### src/rtl/pwm_multi_channel.sv
// Multi-channel PWM generator: shared edge/center-aligned timebase, shadowed PERIOD/CCR/mode.
// Optional dead-time insertion with complementary outputs when PWM_DT_EN is defined.
module pwm_multi_channel #(
    parameter int unsigned WIDTH    = 16,
    parameter int unsigned NCH      = 4
`ifdef PWM_DT_EN
    ,
    parameter int unsigned DT_WIDTH = 8
`endif
) (
    input  logic                 CLK,
    input  logic                 RST,
    input  logic                 ENABLE,
    input  logic                 LOAD,
    input  logic                 FORCE_UPD,
    input  logic                 CENTER,
    input  logic [WIDTH-1:0]     PERIOD_IN,
    input  logic [NCH*WIDTH-1:0] CCR_IN,
`ifdef PWM_DT_EN
    input  logic [DT_WIDTH-1:0]  DEADTIME,
    output logic [NCH-1:0]       PWM_OUT_N,
`endif
    output logic [WIDTH-1:0]     CNT,
    output logic                 DIR,
    output logic                 UPDATE,
    output logic [NCH-1:0]       PWM_OUT
);

    logic [WIDTH-1:0]            pre_period;
    logic [WIDTH-1:0]            act_period;
    logic [NCH-1:0][WIDTH-1:0]   pre_ccr;
    logic [NCH-1:0][WIDTH-1:0]   act_ccr;
    logic                        pre_center;
    logic                        act_center;

    logic [WIDTH-1:0]            cnt_nxt;
    logic                        dir_nxt;
    logic                        evt_c;
    logic [NCH-1:0]              ref_c;

    // Timebase next state; evt_c marks the edge where active regs reload
    always_comb begin
        cnt_nxt = '0;
        dir_nxt = 1'b0;
        evt_c   = 1'b0;
        if (FORCE_UPD || act_period == '0) begin
            evt_c = 1'b1;
        end else if (!act_center) begin
            if (CNT >= act_period) evt_c = 1'b1;
            else                   cnt_nxt = CNT + WIDTH'(1);
        end else if (!DIR) begin
            if (CNT < act_period) begin
                cnt_nxt = CNT + WIDTH'(1);
            end else if (act_period == WIDTH'(1)) begin
                evt_c = 1'b1;
            end else begin
                cnt_nxt = act_period - WIDTH'(1);
                dir_nxt = 1'b1;
            end
        end else begin
            if (CNT <= WIDTH'(1)) begin
                evt_c = 1'b1;
            end else begin
                cnt_nxt = CNT - WIDTH'(1);
                dir_nxt = 1'b1;
            end
        end
    end

    // Per-channel compare reference
    always_comb begin
        ref_c = '0;
        for (int i = 0; i < NCH; i++) begin
            if (!ENABLE || act_ccr[i] == '0) ref_c[i] = 1'b0;
            else if (act_ccr[i] > act_period) ref_c[i] = 1'b1;
            else                               ref_c[i] = (CNT < act_ccr[i]);
        end
    end

    always_ff @(posedge CLK) begin
        if (RST) begin
            pre_period <= '0;
            pre_ccr    <= '0;
            pre_center <= 1'b0;
            act_period <= '0;
            act_ccr    <= '0;
            act_center <= 1'b0;
            CNT        <= '0;
            DIR        <= 1'b0;
            UPDATE     <= 1'b0;
        end else begin
            if (LOAD) begin
                pre_period <= PERIOD_IN;
                pre_ccr    <= CCR_IN;
                pre_center <= CENTER;
            end
            // Active regs see the preload as it stood before this edge
            if (!ENABLE || evt_c) begin
                act_period <= pre_period;
                act_ccr    <= pre_ccr;
                act_center <= pre_center;
            end
            if (!ENABLE) begin
                CNT    <= '0;
                DIR    <= 1'b0;
                UPDATE <= 1'b0;
            end else begin
                CNT    <= cnt_nxt;
                DIR    <= dir_nxt;
                UPDATE <= evt_c;
            end
        end
    end

`ifdef PWM_DT_EN
    localparam int unsigned RUN_W = DT_WIDTH + 1;

    logic [NCH-1:0]             ref_q;
    logic [NCH-1:0][RUN_W-1:0]  run_q;
    logic [NCH-1:0][RUN_W-1:0]  run_c;

    // Saturating count of consecutive cycles ref has held its current level
    always_comb begin
        run_c = '0;
        for (int i = 0; i < NCH; i++) begin
            run_c[i] = RUN_W'(1);
            if (ref_c[i] == ref_q[i])
                run_c[i] = (&run_q[i]) ? run_q[i] : run_q[i] + RUN_W'(1);
        end
    end

    always_ff @(posedge CLK) begin
        if (RST || !ENABLE) begin
            ref_q     <= '0;
            run_q     <= '0;
            PWM_OUT   <= '0;
            PWM_OUT_N <= '0;
        end else begin
            ref_q <= ref_c;
            run_q <= run_c;
            for (int i = 0; i < NCH; i++) begin
                PWM_OUT[i]   <= ref_c[i]  && (run_c[i] > RUN_W'(DEADTIME));
                PWM_OUT_N[i] <= !ref_c[i] && (run_c[i] > RUN_W'(DEADTIME));
            end
        end
    end
`else
    always_ff @(posedge CLK) begin
        if (RST) PWM_OUT <= '0;
        else     PWM_OUT <= ref_c;
    end
`endif

endmodule

### config.mk
export PLATFORM = sky130hd
export DESIGN_NAME = pwm_multi_channel
export DESIGN_NICKNAME = d
export VERILOG_FILES = /design/src/rtl/pwm_multi_channel.sv
export SDC_FILE = /design/constraint.sdc
export NUM_CORES = 1
export LEC_CHECK = 0
export CAP_MARGIN = 5
export CORE_ASPECT_RATIO = 0.7
export CORE_UTILIZATION = 55
export DETAILED_ROUTE_END_ITERATION = 16
export GPL_ROUTABILITY_DRIVEN = 1
export GPL_TIMING_DRIVEN = 1
export PLACE_DENSITY_LB_ADDON = 0.15
export SLEW_MARGIN = 20
export SYNTH_ARGS = -nofsm -noshare
export SYNTH_HDL_FRONTEND = slang
export SYNTH_SLANG_ARGS = --single-unit
### constraint.sdc
create_clock -name CLK -period 4.4 [get_ports CLK]
set_clock_uncertainty 0.15 [all_clocks]
set_input_delay 0.88 -clock CLK [delete_from_list [all_inputs] [get_ports CLK]]
set_output_delay 0.88 -clock CLK [all_outputs]
set_load 0.01 [all_outputs]
# After elaboration in Yosys (flattened, before gate mapping)
# Index checks and enable logic that the tools add are counted.
# classes
n_reduce_logical	19
n_mux	21
n_eq_ne	1
magnitude_cmp	11
addsub	3
bitwise	2
# op_table
cell	count
$mux W16	6
$logic_not A16 Y1	5
$lt A16 B16 Y1	5
$gt A16 B16 Y1	4
$sub A16 B1 Y16 const B	2
$add A16 B1 Y16 const B	1
$eq A16 B1 Y1 const B	1
$ge A16 B16 Y1	1
$le A16 B1 Y1 const B	1
$mux W1	15
$reduce_or A2 Y1	5
$logic_or A1 B1 Y1	6
$reduce_or A4 Y1	1
$reduce_or A3 Y1	1
$not A1 Y1	2
$logic_not A1 Y1	1
# word_totals
wordCells	76
inputBits	86
ff_bits	184
out_inout_bits	22

# Depth between registers and ports, before layout
# depth
word_depth	7
mapped_depth	11
mapped_depth_nobuf	9

# Worst setup path before layout
# No wires, ideal clock.
# synth_timing
path_kind	reg-to-reg
from	reg CNT[9]
to	reg act_period[3]
period_less_slack_ns	3.365
t_arrival_ns	3.158
slack_ns	1.035
n_path_buf	1
stages_incl_launch_ff	10
setup_time_ns	0.057
required_ns	4.193
cell_sequence	dfxtp_1 -> ha_1 -> and4_1 -> and3_1 -> a221o_1 -> nor4_1 -> nor3_1 -> o21ai_1 -> clkbuf_1 -> a22o_2
# synth_via
elab_chain_len	6
word_cells_on_any_way	10
cone_classes	3 x order compare; 6 x mux; 1 x reduce/logical
# synth_lines
element	line_no	text
from (decl)	23	output logic [WIDTH-1:0] CNT,
from (signal assigned)	108	CNT <= cnt_nxt;
$lt A16 B16 Y1 / $le A16 B1 Y1 (equally long branches)	52, 61	
$mux W1 (on tied branches)	52, 61	
$mux W1	51	end else if (!DIR) begin
$mux W1 *	48	end else if (!act_center) begin
$mux W1 *	46	if (FORCE_UPD || act_period == '0) begin
$logic_or A1 B1 Y1 *	98	if (!ENABLE || evt_c) begin
to (signal assigned)	99	act_period <= pre_period;
to (decl)	30	logic [WIDTH-1:0] act_period;
# Mark *: on every way between the ends. The rest lies on a longest branch, timed or not.
# A chain may end at the register's enable or synchronous reset.

# Final worst setup path
# layout_timing
from	reg act_period[9]
to	reg act_ccr[61] in the netlist's numbering
# layout_via
elab_chain_len	7
word_cells_on_any_way	12
cone_classes	2 x order compare; 1 x eq/ne; 6 x mux; 3 x reduce/logical
# layout_lines
element	line_no	text
parallel branches: the longest is 5 deep, another holds $lt A16 B16 Y1	n/a	
$mux W1 *	46	
$logic_or A1 B1 Y1 *	98	
to (signal assigned)	100	act_ccr <= pre_ccr;
to (decl)	32	logic [NCH-1:0][WIDTH-1:0] act_ccr;
# Every way passes the cells marked *.

==> results.py <==
metrics = {
    "die": {
        "core_um2": 18370,
        "row_count": 41,
        "die_y_um": 117.7,
        "initial_core_util": 0.5730,
        "io-pin-count": 108,
        "die_x_um": 167.3,
        "die-area_um2": 19700,
    },
    "route": {
        "wl_per_cell_um": 19.65,
        "vias_per_cell": 6.064,
        "first_pass_iters": 5,
        "ant_nets": 0,
        "remaining_drc_errors": 0,
        "vias": 8865,
        "drtIter0Drc": 729,
        "wl_um": 28720,
    },
    "clocking": {
        "insertion_delay_ps": 450,
        "cts_tree": "built",
        "clk_pin_slew_ps": 70,
        "cts_buffers": 17,
        "cts-root-buf": "clkbuf_16",
        "htreeDepth": 4,
        "cts_resized": 0,
        "cts.sinks": 184,
        "cts_hold_buf": 0,
        "postCtsSetupBuffers": 0,
        "cts_buffer_depth": 2,
    },
    "synthesis": {
        "yosys-top-cells-area": "dfxtp_1 35%, ha_1 17%, mux2i_1 7.7%",
        "yosys_warnings": 0,
        "synth-seq-area-share": 0.3500,
        "async_flop_share": 0,
        "syn_area_um2": 10520,
        "synth_edf_count": 0,
        "ys_seq_elements": 184,
        "yosys.area.top_type": "dfxtp_1",
        "ys.flop_type": "dfxtp_1",
        "synth_top_area_frac": 0.3500,
        "yosysUniqueCellTypes": 57,
        "avgSynthCellArea_um2": 9.550,
        "synth_cells": 1102,
        "synth_fp_nets": 1334,
    },
    "hold_path": {
        "hold_class": "reg -> reg",
    },
    "sta": {
        "hold_viol_final": 0,
        "tightest_slew_ps": 871.4,
        "finalSetupViolations": 0,
        "grt_setup_unrepaired": "no",
        "tns_ps": 0,
        "worst_slack_ps": 934.1,
        "drv_slew": 0,
        "period_share": 0.7877,
        "max_freq_mhz": 288.5,
        "slew_headroom": 0.4191,
        "min_period_ps": 3466,
    },
    "final_layout": {
        "final_common_cell": "dfxtp_1",
        "fin_util": 0.6804,
        "area_growth_pct": 18.74,
        "final_cell_mix": "184 x dfxtp_1, 146 x ha_1, 111 x nor2_1",
        "final_nets": 1445,
        "diodes": 0,
        "drive_gt1_frac": 0.1077,
    },
    "global_route": {
        "grt_pass1_vias": 8465,
        "grt_first_pass_wirelength_um": 45800,
        "antenna_found_initial": 0,
        "overflow": 0,
        "grt_usage": 0.2980,
        "grt_max_degree": 86,
    },
    "critical_path": {
        "end_kind": "register",
        "cp_max_fo": 80,
        "path_class": "reg -> reg",
        "arrival_ps": 3710,
        "crit_required_ps": 4640,
        "cp-start-kind": "register",
    },
    "placement": {
        "place.port_buffers": 107,
        "place_hpwl_um": 20530,
        "routabilityCongestion": 0.9804,
        "dpl_worst_slack_ps": 1062,
    },
    "outcome": {
        "status": "complete, no violations",
    },
    "power_and_ir_drop": {
        "p_leak_uw": 0.005554,
        "peakVddDrop_v": 0.0002133,
        "cellPowerDensity_nw_per_um2": 376.1,
    },
    "job": {
        "drv_cap": 0,
    },
}
cell type report:
type	instances	area (um^2)
tap	236	295.3
clock buffer	18	439.2
sequential	184	3684
multi-input combinational	783	6276
inverter	93	349.1
clock inverter	14	161.4
fill	1485	5869
timing repair buffer	134	1291
stage by stage:
| step | instances | hold WS [ps] | total power, uW | area [um^2] |
|---|---|---|---|---|
| after global placement | 1430 | 306.4 | 3085 | 11900 |
| after global routing | 1462 | 337.4 | 4921 | 12500 |
| after floorplan | 1102 | 291.7 | 2750 | 10520 |
| after detailed placement | 1430 | 308.3 | 3111 | 11900 |
| final | 1462 | 320.6 | 4700 | 12500 |
| after CTS | 1462 | 323.4 | 4693 | 12500 |
synthesized netlist by cell type (5+ instances only):
cell / n
dfxtp_1: 184
ha_1: 146
nor2_1: 111
inv_1: 93
mux2i_1: 81
a22o_2: 66
a21oi_1: 41
a21o_1: 38
clkbuf_1: 32
nand2_1: 29
nor4_1: 25
xnor2_1: 22
nand4_1: 20
nand3_1: 19
nor3_1: 19
o21ai_0: 19
a22o_1: 14
o221ai_1: 14
o21a_1: 11
xor2_1: 11
buf_6: 9
nand2b_1: 9
nor2b_1: 7
and4_1: 6
o211ai_1: 6
a2111oi_0: 5
o22ai_1: 5
or3_1: 5
registers in the layout (all words and copies together), names as in the netlist:
name / count
act_ccr: 64
pre_ccr: 64
CNT: 16
act_period: 16
pre_period: 16
PWM_OUT: 4
DIR: 1
UPDATE: 1
act_center: 1
pre_center: 1
worst paths after layout:
check                startpoint     endpoint  cells past startpoint  slack, ps
setup / recovery  act_period[9]  act_ccr[61]                     10        930
hold / removal      pre_ccr[21]  act_ccr[21]                      1        320
setup reg to reg  act_period[9]  act_ccr[61]                     10        930
hold reg to reg     pre_ccr[21]  act_ccr[21]                      1        320
metal layers:
layer	GRT usage	up-vias	part of all wire
met3	0.07465	69	0.093
met1	0.4171	4137	0.46
met2	0.4365	376	0.42
li1	-	4283	-
met4	0.1175	0	0.030
met5	0	-	0
critical path: stages (launching register included):
cell and delay [ps]:
dfxtp_1 450, inv_1 220, ha_1 330, and4_1 200
and3_1 170, a221o_1 360, or3_1 430, or2_2 390
o21ai_4 90, buf_12 330, a22o_2 220
where the power goes:
part	leakage, uW	switching, uW	total (uW)	internal [uW]
Clock	0.000289	726	1590	868
Combinational	0.00376	639	1210	566
Sequential	0.00151	124	1900	1780
Total	0.00555	1490	4700	3210
logic make-up after synthesis:
group / after synthesis / synth area share
DFF: 184 / 0.3500
muxes: 81 / 0.07704
adders and majority gates: 146 / 0.1736
xor gates and xnor gates: 33 / 0.02746
and+or+nand+nor: 268 / 0.1253
buffers and inverters: 135 / 0.05469
AOI/OAI and AO/OA: 255 / 0.1919
(Power assumes the default switching activity.)
